## config.mk

```make
export PLATFORM = sky130hd
export DESIGN_NAME = spi_pwm_expander
export DESIGN_NICKNAME = d
export VERILOG_FILES = /design/src/rtl/spi_pwm_expander.sv
export SDC_FILE = /design/constraint.sdc
export NUM_CORES = 1
export LEC_CHECK = 0
export BUFFER_PORTS_ARGS = -buffer_cell sky130_fd_sc_hd__buf_4
export CAP_MARGIN = 20
export CORE_ASPECT_RATIO = 0.9
export CORE_MARGIN = 5
export CORE_UTILIZATION = 50
export CTS_CLUSTER_SIZE = 25
export DETAILED_ROUTE_END_ITERATION = 12
export GPL_ROUTABILITY_DRIVEN = 0
export GPL_TIMING_DRIVEN = 0
export MAX_ROUTING_LAYER = met4
export PLACE_DENSITY = 0.62
export SKIP_LAST_GASP = 1
export SLEW_MARGIN = 10
export SYNTH_ARGS = -nofsm -noshare
export SYNTH_HDL_FRONTEND = slang
export SYNTH_SLANG_ARGS = --single-unit
```

## constraint.sdc

```tcl
create_clock -name CLK -period 9.1 [get_ports CLK]
set_clock_uncertainty 0.2 [all_clocks]
set_input_delay 0.455 -clock CLK [delete_from_list [all_inputs] [get_ports CLK]]
set_output_delay 0.455 -clock CLK [all_outputs]
set_load 0.03 [all_outputs]
```

## src/rtl/spi_pwm_expander.sv

```systemverilog
// SPI mode-0 slave exposing CHANNELS PWM generators: staged switch/period/prescaler
// registers with period-boundary shadowing, enable/polarity control and MISO read-back.
module spi_pwm_expander #(
   parameter int CHANNELS = 4,
   parameter int CNT_W    = 16
) (
   input  logic                CLK,
   input  logic                _RST,
   input  logic                _CS,
   input  logic                SCLK,
   input  logic                MOSI,
   output logic                MISO,
   output logic [CHANNELS-1:0] PWMOutputs
);
   localparam logic [7:0] CTRL_EN_ADDR  = 8'(6 * CHANNELS);
   localparam logic [7:0] CTRL_POL_ADDR = 8'(6 * CHANNELS + 1);
   localparam int SW  = 0;
   localparam int PER = 1;
   localparam int PRE = 2;

   typedef enum logic [1:0] {IDLE, ADDR, DATA} state_t;
   state_t state_reg, state_next;

   logic [1:0]          cs_sync_reg, sclk_sync_reg, mosi_sync_reg;
   logic                cs_prev_reg, sclk_prev_reg;
   logic                cs_s, sclk_s, mosi_s;
   logic                cs_fall, cs_high, sclk_rise, sclk_fall, byte_done;
   logic [2:0]          bit_cnt_reg;
   logic [6:0]          rx_reg;
   logic [7:0]          tx_reg, ptr_reg, wr_byte_reg, ptr_new, rd_data;
   logic                wr_pending_reg, wr_is_addr_reg, wr_en, miso_reg;
   logic [CHANNELS-1:0] en_reg, pol_reg;
   logic [15:0]         stg_wide [CHANNELS][3];

   assign cs_s      = cs_sync_reg[1];
   assign sclk_s    = sclk_sync_reg[1];
   assign mosi_s    = mosi_sync_reg[1];
   assign cs_fall   = cs_prev_reg & ~cs_s;
   assign cs_high   = cs_s;
   assign sclk_rise = sclk_s & ~sclk_prev_reg;
   assign sclk_fall = ~sclk_s & sclk_prev_reg;
   assign byte_done = sclk_rise && !cs_high && (state_reg != IDLE) && (bit_cnt_reg == 3'd7);
   assign wr_en     = wr_pending_reg && !wr_is_addr_reg;
   assign ptr_new   = wr_is_addr_reg ? wr_byte_reg : ptr_reg + 8'd1;
   assign MISO      = miso_reg;

   always_ff @(posedge CLK) begin
      if (!_RST) state_reg <= IDLE;
      else       state_reg <= state_next;
   end

   always_comb begin
      state_next = state_reg;
      if (cs_high)
         state_next = IDLE;
      else if (cs_fall)
         state_next = ADDR;
      else if (byte_done && state_reg == ADDR)
         state_next = DATA;
   end

   // Read-back source for the byte that follows: register at the updated pointer.
   always_comb begin
      rd_data = 8'h00;
      for (int c = 0; c < CHANNELS; c++) begin
         for (int k = 0; k < 3; k++) begin
            if (ptr_new == 8'(6 * c + 2 * k))     rd_data = stg_wide[c][k][15:8];
            if (ptr_new == 8'(6 * c + 2 * k + 1)) rd_data = stg_wide[c][k][7:0];
         end
      end
      if (ptr_new == CTRL_EN_ADDR)  rd_data = 8'(en_reg);
      if (ptr_new == CTRL_POL_ADDR) rd_data = 8'(pol_reg);
   end

   always_ff @(posedge CLK) begin
      if (!_RST) begin
         cs_sync_reg    <= '0;
         sclk_sync_reg  <= '0;
         mosi_sync_reg  <= '0;
         cs_prev_reg    <= 1'b0;
         sclk_prev_reg  <= 1'b0;
         bit_cnt_reg    <= '0;
         rx_reg         <= '0;
         tx_reg         <= '0;
         ptr_reg        <= '0;
         wr_byte_reg    <= '0;
         wr_pending_reg <= 1'b0;
         wr_is_addr_reg <= 1'b0;
         miso_reg       <= 1'b0;
         en_reg         <= '0;
         pol_reg        <= '0;
      end else begin
         cs_sync_reg    <= {cs_sync_reg[0], _CS};
         sclk_sync_reg  <= {sclk_sync_reg[0], SCLK};
         mosi_sync_reg  <= {mosi_sync_reg[0], MOSI};
         cs_prev_reg    <= cs_s;
         sclk_prev_reg  <= sclk_s;
         wr_pending_reg <= 1'b0;
         if (cs_high || cs_fall) begin
            bit_cnt_reg <= '0;
            tx_reg      <= '0;
            miso_reg    <= 1'b0;
         end else if (state_reg != IDLE) begin
            if (sclk_rise) begin
               rx_reg      <= {rx_reg[5:0], mosi_s};
               bit_cnt_reg <= bit_cnt_reg + 3'd1;
               if (byte_done) begin
                  wr_pending_reg <= 1'b1;
                  wr_byte_reg    <= {rx_reg, mosi_s};
                  wr_is_addr_reg <= (state_reg == ADDR);
               end
            end
            if (sclk_fall) begin
               miso_reg <= tx_reg[7];
               tx_reg   <= {tx_reg[6:0], 1'b0};
            end
         end
         // A completed byte commits one CLK after its 8th rise, well before the next fall.
         if (wr_pending_reg) begin
            ptr_reg <= ptr_new;
            tx_reg  <= rd_data;
         end
         if (wr_en && ptr_reg == CTRL_EN_ADDR)  en_reg  <= wr_byte_reg[CHANNELS-1:0];
         if (wr_en && ptr_reg == CTRL_POL_ADDR) pol_reg <= wr_byte_reg[CHANNELS-1:0];
      end
   end

   for (genvar gi = 0; gi < CHANNELS; gi++) begin : g_ch
      logic [CNT_W-1:0] stg_reg [3];
      logic [CNT_W-1:0] act_reg [3];
      logic [15:0]      hi_new  [3];
      logic [15:0]      lo_new  [3];
      logic [CNT_W-1:0] presc_cnt_reg, period_cnt_reg;
      logic             tick, period_end, out_reg;

      for (genvar gk = 0; gk < 3; gk++) begin : g_field
         assign stg_wide[gi][gk] = 16'(stg_reg[gk]);
         assign hi_new[gk]       = {wr_byte_reg, stg_wide[gi][gk][7:0]};
         assign lo_new[gk]       = {stg_wide[gi][gk][15:8], wr_byte_reg};
      end

      assign tick       = (presc_cnt_reg == act_reg[PRE]);
      assign period_end = tick && (period_cnt_reg == act_reg[PER]);

      always_ff @(posedge CLK) begin
         if (!_RST) begin
            for (int k = 0; k < 3; k++) begin
               stg_reg[k] <= '0;
               act_reg[k] <= '0;
            end
            presc_cnt_reg  <= '0;
            period_cnt_reg <= '0;
            out_reg        <= 1'b0;
         end else begin
            for (int k = 0; k < 3; k++) begin
               if (wr_en && ptr_reg == 8'(6 * gi + 2 * k))
                  stg_reg[k] <= hi_new[k][CNT_W-1:0];
               else if (wr_en && ptr_reg == 8'(6 * gi + 2 * k + 1))
                  stg_reg[k] <= lo_new[k][CNT_W-1:0];
            end
            if (!en_reg[gi]) begin
               presc_cnt_reg  <= '0;
               period_cnt_reg <= '0;
               for (int k = 0; k < 3; k++) act_reg[k] <= stg_reg[k];
            end else begin
               if (tick) begin
                  presc_cnt_reg  <= '0;
                  period_cnt_reg <= period_end ? '0 : period_cnt_reg + CNT_W'(1);
               end else begin
                  presc_cnt_reg  <= presc_cnt_reg + CNT_W'(1);
               end
               // Shadow load sees the pre-write staging value if a write lands on this CLK.
               if (period_end)
                  for (int k = 0; k < 3; k++) act_reg[k] <= stg_reg[k];
            end
            out_reg <= en_reg[gi] & ((period_cnt_reg < act_reg[SW]) ^ pol_reg[gi]);
         end
      end

      assign PWMOutputs[gi] = out_reg;
   end
endmodule

```

==> results of run 1 <==
worst register-to-register path, stage by stage (launching register included):
cell	delay [ns]
dfxtp_1	0.36
buf_4	0.19
buf_6	0.17
inv_1	0.07
ha_1	0.28
buf_2	0.19
nand2_1	0.11
o21ai_1	0.15
buf_4	0.25
clkbuf_1	0.42
a22oi_1	0.32
a21oi_1	0.17
a2111oi_0	0.90
o22ai_1	0.28
a211oi_1	0.40
a211oi_2	0.06
per-stage QoR:
stage / hold slack (ns) / instances / cell area, sq um
3_3_place_gp: 0.216 / 3300 / 28500
6_report: 0.0807 / 3430 / 30700
4_1_cts: 0.0584 / 3425 / 30700
5_1_grt: 0.0773 / 3429 / 30700
2_1_floorplan: 0.212 / 2586 / 27600
3_5_place_dp: 0.225 / 3311 / 28700
layout by cell type (no fill, tap or decap), types with 21 or more instances in the layout:
cell type,synthesis,final
edfxtp_1,384,384
and3_1,272,272
nor2_1,257,257
dfxtp_1,187,187
nand2_1,183,183
xnor2_1,171,171
clkbuf_1,111,116
inv_1,112,112
and2_1,78,78
a21oi_1,77,77
ha_1,74,74
o21ai_0,75,73
nand3_1,64,64
xor2_1,60,60
clkbuf_16,0,60
nand4_1,56,56
nor3_1,33,33
nor2b_1,31,31
o22ai_1,24,24
nor4_1,23,22
mux2i_1,22,22
buf_4,8,21
buf_2,14,21
worst max-delay path by stage:
stage	from	endpoint	slack (ns)
5_1_grt	ptr_reg[0]	tx_reg[5]	4.38
3_5_place_dp	ptr_reg[0]	tx_reg[4]	4.42
4_1_cts	ptr_reg[0]	tx_reg[4]	4.38
6_report	ptr_reg[0]	tx_reg[5]	4.43
3_3_place_gp	_RST	g_ch[1].act_reg[0][7]	4.01
2_1_floorplan	g_ch[1].act_reg[0][41]	g_ch[1].act_reg[0][0]	5.32
per-layer routing:
metal,vias up,track usage (%),wire length [um]
met2,1097,38.8,33800
met1,10000,37.5,33900
met3,211,6.22,8860
met4,0,8.17,2670
met5,-,-,0
li1,9469,-,-
cell type report:
cell class	count	area share, %
inverters	114	1.39
well taps	705	2.87
clock buffers	68	5.02
flip-flops and latches	571	49.8
plain buffers	141	2.00
multi-input cells	1760	36.8
repair buffers	27	0.823
clock inverters	43	1.38
diodes	1	0.00815
synthesized netlist by cell type (8+ instances only):
library cell	number
a31oi_1	11
nand4_1	56
buf_4	8
xor2_1	60
ha_1	74
inv_1	112
a21oi_1	77
and2_1	78
nand2_1	183
mux2i_1	22
a21boi_0	10
a22oi_1	17
o21a_1	14
nand3_1	64
clkbuf_1	111
edfxtp_1	384
a21o_1	14
dfxtp_1	187
o22ai_1	24
nor4_1	23
or3_1	19
nor3_1	33
xnor2_1	171
and3_1	272
nand2b_1	20
a221oi_1	11
o21ai_0	75
o211ai_1	10
nor2b_1	31
buf_2	14
o31ai_1	9
nor2_1	257
kinds of logic (layout without fill, tap and decap cells):
family                     count (synthesis)  in the layout  share of synthesized area (%)
DFF                                      571            571                           55.4
other                                      0              1                              0
AOI/OAI and AO/OA                        349            349                           8.52
buffers and inverters                    255            393                           3.75
and+or+nand+nor                         1076           1076                           20.4
xor gates and xnor gates                 231            231                           7.34
adders and majority gates                 74             74                           3.36
muxes                                     30             30                           1.21
power by group through the flow:
stage               logic [mW]  registers, mW  clock network [mW]
finish                   0.187           2.93                2.46
global route             0.203           2.93                2.60
CTS                      0.185           2.92                2.49
detailed placement       0.183           2.98                   0
global placement         0.176           2.98                   0
floorplan                0.128           2.94                   0
==> flow_summary.yaml, run 1 <==
timing:
  worst_slack_ns: 4.43
  fin_crit_sh_pct: 51.4
  worstMarginPinSlew_ns: 1.17
  rsz0062_at_grt: "no"
  drv_slew: 0
  setup_viol: 0
  tns_ns: 0
  post-route-min-period_ns: 4.67
  hold_viol: 0
  max_slew_margin_pct: 21.5
  clock.fmax_ghz: 0.214
grt:
  antenna_found_initial: 1
  grt_pass1_wl_um: 120000
  grt_max_degree: 58
  overflow: 0
  groute.usage.overall_pct: 26.7
  grt_pass1_vias: 19800
clock_network:
  root_buffer: "clkbuf_16"
  h-tree-depth: 2
  post_cts_buffers: 0
  cts_tree: "built"
  numCtsBuffers: 59
  clkSlewWorstSetupHoldPaths_ns: 0.07
  ctsResizeCount: 0
  cts_max_path_buffers: 3
  clk_latency_ns: 0.65
  holdBufCountCts: 3
  cts.sinks: 571
synth:
  synth_area_per_cell_sq_um: 10.7
  synth.area.top_cells: "edfxtp_1, dfxtp_1, and3_1"
  ys_ff_latch: 571
  ys_types: 87
  synth_edf_count: 384
  syn-num-nets: 2665
  synth_top_area_share_pct: 41.8
  synth_warnings: 0
  seq_area_frac_synth_pct: 55.4
  synthFlopType: "edfxtp_1"
  syn_inst: 2586
  yosys.area.top_type: "edfxtp_1"
  async_reset_ff_share_pct: 0
  syn_area_sq_um: 27600
floorplan:
  die_area_sq_um: 59900
  rows: 81
  die_w_um: 258
  io_pins: 10
  die_h_um: 233
  initial_core_util_pct: 50.7
  fp.coreArea_sq_um: 54400
drt:
  first_pass_iters: 7
  vias: 20800
  drt_wl_total_um: 79200
  viasPerCell: 6.06
  ant_nets: 0
  dr.first_iter.drc_count: 2748
  wl_per_cell_um: 23.1
  drc: 0
worst_setup_path:
  cp.required_ns: 9.40
  cp_common_cell: "buf_4"
  slowest_delay_ns: 0.90
  reg2reg_setup_slack_ns: 4.43
  timing.rr.end: "tx_reg[5]"
  critPathMaxFanout: 10
  regToRegStartpoint: "ptr_reg[0]"
  cp_cell_sequence: "buf_4, buf_6, inv_1, ha_1, buf_2, nand2_1, o21ai_1, buf_4, clkbuf_1, a22oi_1, a21oi_1, a2111oi_0, o22ai_1, a211oi_1, a211oi_2"
  end_kind: "register"
  crit_cells: 15
  cp-start-kind: "register"
  critPathTopFamily: "compound AO/OA/AOI/OAI gates"
  cp.buffers_inverters: 6
  reg2regPathDepth: 15
  path_class: "reg2reg"
  slowest_stage: "a2111oi_0"
  critical_path_arrival_ns: 4.97
cells_and_area:
  fin_nets: 2753
  n_fill_cell: 4599
  drive_above_1_share_pct: 6.90
  syn_to_final_growth_pct: 11.4
  seqCellArea_sq_um: 15300
  multi_input_area_sq_um: 11300
  final_core_util_pct: 56.4
min_path:
  hold_path_class: "in2reg"
  hold_start: "_RST"
  whs_endpoint: "g_ch[2].out_reg"
  hold_depth: 3
power_and_ir_drop:
  pwr-share-seq_pct: 52.5
  p_int_mw: 4.34
  comb_power_share_pct: 3.4
  ir_worst_vdd_uv: 167
  leakagePower_nw: 11.5
  total_power_mw: 5.57
  switching_share_pct: 22.2
  p_sw_mw: 1.24
  power_density_nw_per_um2: 182
  p_clk_share_pct: 44.1
job:
  maxCapViolCount: 0
place:
  post-place-ws_ns: 4.42
  place_hpwl_um: 58600
  io_buffers: 9
run_status:
  status: "complete, no violations"
No activity file was read; power rests on OpenSTA's default activity.
==> run 2, diff against run 1 <==
--- a/config.mk
+++ b/config.mk
@@ -5,6 +5,7 @@
 export SDC_FILE = /design/constraint.sdc
 export NUM_CORES = 1
 export LEC_CHECK = 0
+export ABC_AREA = 1
 export BUFFER_PORTS_ARGS = -buffer_cell sky130_fd_sc_hd__buf_4
 export CAP_MARGIN = 20
 export CORE_ASPECT_RATIO = 0.9
==> constraint.sdc (replaced) <==
create_clock -name CLK -period 4.8 [get_ports CLK]
set_clock_uncertainty 0.2 [all_clocks]
set_input_delay 0.24 -clock CLK [delete_from_list [all_inputs] [get_ports CLK]]
set_output_delay 0.24 -clock CLK [all_outputs]
set_load 0.03 [all_outputs]
==> run 2 against run 1 <==
- power is 85% higher
- count of clock-buffer cells in the layout up 16
- synthesized area decreased by 1.4%
- routed wire length shrank 13%
- setup slack worse by 4.2 ns
- cell count up 14%
- clock power rose by 88%
- fmax up 2.5%
- global-route usage fell by 3.0 points
- sequential share of layout area grew 0.80 points
- critical path type unchanged
- critical endpoint is now tx_reg[4]
==> flow_summary.yaml, run 2 <==
timing:
  worstMarginPinSlew_ns: 1.19
  hold_viol: 0
  worst_slack_ns: 0.241
  whs_ns: 0.139
  setup_viol: 0
  drv_slew: 0
  clock.fmax_ghz: 0.219
  tns_ns: 0
  post-route-min-period_ns: 4.56
  rsz0062_at_grt: "no"
  fin_crit_sh_pct: 95.0
  max_slew_margin_pct: 20.7
power_and_ir_drop:
  pwr-share-seq_pct: 52.4
  p_clk_share_pct: 44.8
  switching_share_pct: 21.4
  p_int_mw: 8.11
  power_density_nw_per_um2: 342
  p_sw_mw: 2.21
  leakagePower_nw: 11.9
  ir_worst_vdd_uv: 282
  comb_power_share_pct: 2.9
  total_power_mw: 10.3
drt:
  drt_wl_total_um: 69100
  wl_per_cell_um: 17.7
  viasPerCell: 5.31
  ant_nets: 0
  vias: 20700
  drc: 0
  first_pass_iters: 6
  dr.first_iter.drc_count: 2095
synth:
  yosys.area.top_type: "edfxtp_1"
  synth_area_per_cell_sq_um: 8.87
  synth.area.top_cells: "edfxtp_1, dfxtp_1, nor2_1"
  syn_inst: 3064
  syn_area_sq_um: 27200
  synthFlopType: "edfxtp_1"
  async_reset_ff_share_pct: 0
  synth.top_cells.by_count: "nor2_1, inv_1, nand2_1"
  ys_ff_latch: 571
  syn-num-nets: 3143
  seq_area_frac_synth_pct: 56.2
  synth_warnings: 0
  ys_types: 50
  synth_most_common_cell: "nor2_1"
  synth_top_area_share_pct: 42.4
  synth_edf_count: 384
cells_and_area:
  syn_to_final_growth_pct: 11.1
  drive_above_1_share_pct: 5.95
  final_common_cell: "nor2_1"
  fin_nets: 3221
  multi_input_area_sq_um: 9600
  n_antenna_cell: 0
  seqCellArea_sq_um: 15300
  final_cell_mix: "nor2_1, inv_1, nand2_1"
  n_fill_cell: 4862
clock_network:
  post_cts_buffers: 0
  numCtsBuffers: 60
  cts.sinks: 571
  cts_max_path_buffers: 3
  clkSlewWorstSetupHoldPaths_ns: 0.07
  cts_tree: "built"
  clk_latency_ns: 0.64
  ctsResizeCount: 0
  h-tree-depth: 2
  holdBufCountCts: 3
  root_buffer: "clkbuf_16"
min_path:
  hold_depth: 4
  whs_endpoint: "sclk_sync_reg[0]"
  hold_start: "SCLK"
  hold_path_class: "in2reg"
worst_setup_path:
  reg2reg_setup_slack_ns: 0.24
  critical_path_arrival_ns: 4.88
  regToRegStartpoint: "ptr_reg[0]"
  timing.rr.end: "tx_reg[4]"
  cp.required_ns: 5.12
  cp-start-kind: "register"
  path_class: "reg2reg"
  critPathMaxFanout: 6
  end_kind: "register"
  reg2regPathDepth: 24
floorplan:
  die_area_sq_um: 59200
  initial_core_util_pct: 50.2
  fp.coreArea_sq_um: 54100
  io_pins: 10
  rows: 81
  die_w_um: 256
  die_h_um: 231
grt:
  grt_pass1_vias: 19700
  groute.usage.overall_pct: 23.6
  grt_max_degree: 58
  grt_pass1_wl_um: 108000
  overflow: 0
  antenna_found_initial: 0
place:
  io_buffers: 9
  place_hpwl_um: 51500
  post-place-ws_ns: 0.487
job:
  maxCapViolCount: 0
run_status:
  status: "complete, no violations"
[run 2: cell count changes after synthesis, moves of 49 or more]
cell	delta
nor2_1	+359
xnor2_1	-117
clkbuf_1	-49
and3_1	-272
and2_1	-78
nand2_1	+235
a21oi_1	+80
inv_1	+407
[run 2: critical path: stages, from the launching register on]
cell and delay (ns):
dfxtp_1 0.45, inv_1 0.12, ha_1 0.30, nand2_1 0.07
nand2_1 0.11, inv_1 0.11, nor2_1 0.06, inv_1 0.26
nor2_1 0.11, nand3_1 0.30, inv_1 0.14, a21oi_1 0.28
o2111ai_1 0.31, nand2_1 0.13, nand4_1 0.13, o21ai_1 0.23
nand3_1 0.22, nand2_1 0.11, nand3_1 0.09, nand2_1 0.07
nand4_1 0.09, nor2_1 0.23, nand3_1 0.15, nand2_1 0.09
a21oi_1 0.06
[run 2: power by group through the flow]
| stage | clock (mW) | combinational, mW | sequential, mW |
|---|---|---|---|
| 6_report | 4.62 | 0.296 | 5.40 |
| 5_1_grt | 4.91 | 0.333 | 5.41 |
| 4_1_cts | 4.70 | 0.295 | 5.40 |
| 3_5_place_dp | 0 | 0.292 | 5.51 |
| 3_3_place_gp | 0 | 0.282 | 5.51 |
| 2_1_floorplan | 0 | 0.198 | 5.48 |
[run 2: cell type report]
type                            count  area share (%)
Sequential cell                   571            50.6
Multi-Input combinational cell   1886            31.8
Inverter                          530            6.59
Clock buffer                       84            5.72
Tap cell                          705            2.92
Buffer                             77            1.11
Clock inverter                     29           0.791
Timing Repair Buffer               16           0.526
[run 2: cell families after synthesis]
group,Yosys count,synth area share [%]
simple gates,1388,22.0
buf+inv,607,8.51
flops,571,56.2
compound gates,313,6.29
xor+xnor,111,3.58
fa+ha+maj,74,3.40
[run 2: layer usage]
layer / vias to the layer above / part of all wire [%] / GRT usage (%)
li1: 10100 / - / -
met1: 9744 / 45 / 32.8
met2: 716 / 43 / 35.3
met3: 124 / 9.3 / 5.40
met4: 0 / 2.6 / 6.76
met5: - / 0 / -
[run 2: stage by stage]
step           utilization, %  area (sq um)  instances
2_1_floorplan               -         27200       3064
3_3_place_gp             52.0         28100       3778
3_5_place_dp             52.1         28200       3781
4_1_cts                  55.8         30200       3897
5_1_grt                  55.8         30200       3898
6_report                 55.8         30200       3898
[run 2: worst max path at each step]
| stage | cells after the start | startpoint | endpoint |
|---|---|---|---|
| global route | 24 | ptr_reg[0] | tx_reg[5] |
| detailed placement | 24 | ptr_reg[0] | tx_reg[5] |
| finish | 24 | ptr_reg[0] | tx_reg[4] |
| CTS | 24 | ptr_reg[0] | tx_reg[5] |
| floorplan | 8 | g_ch[2].act_reg[0][42] | g_ch[2].act_reg[0][0] |
| global placement | 6 | _RST | g_ch[3].act_reg[0][14] |
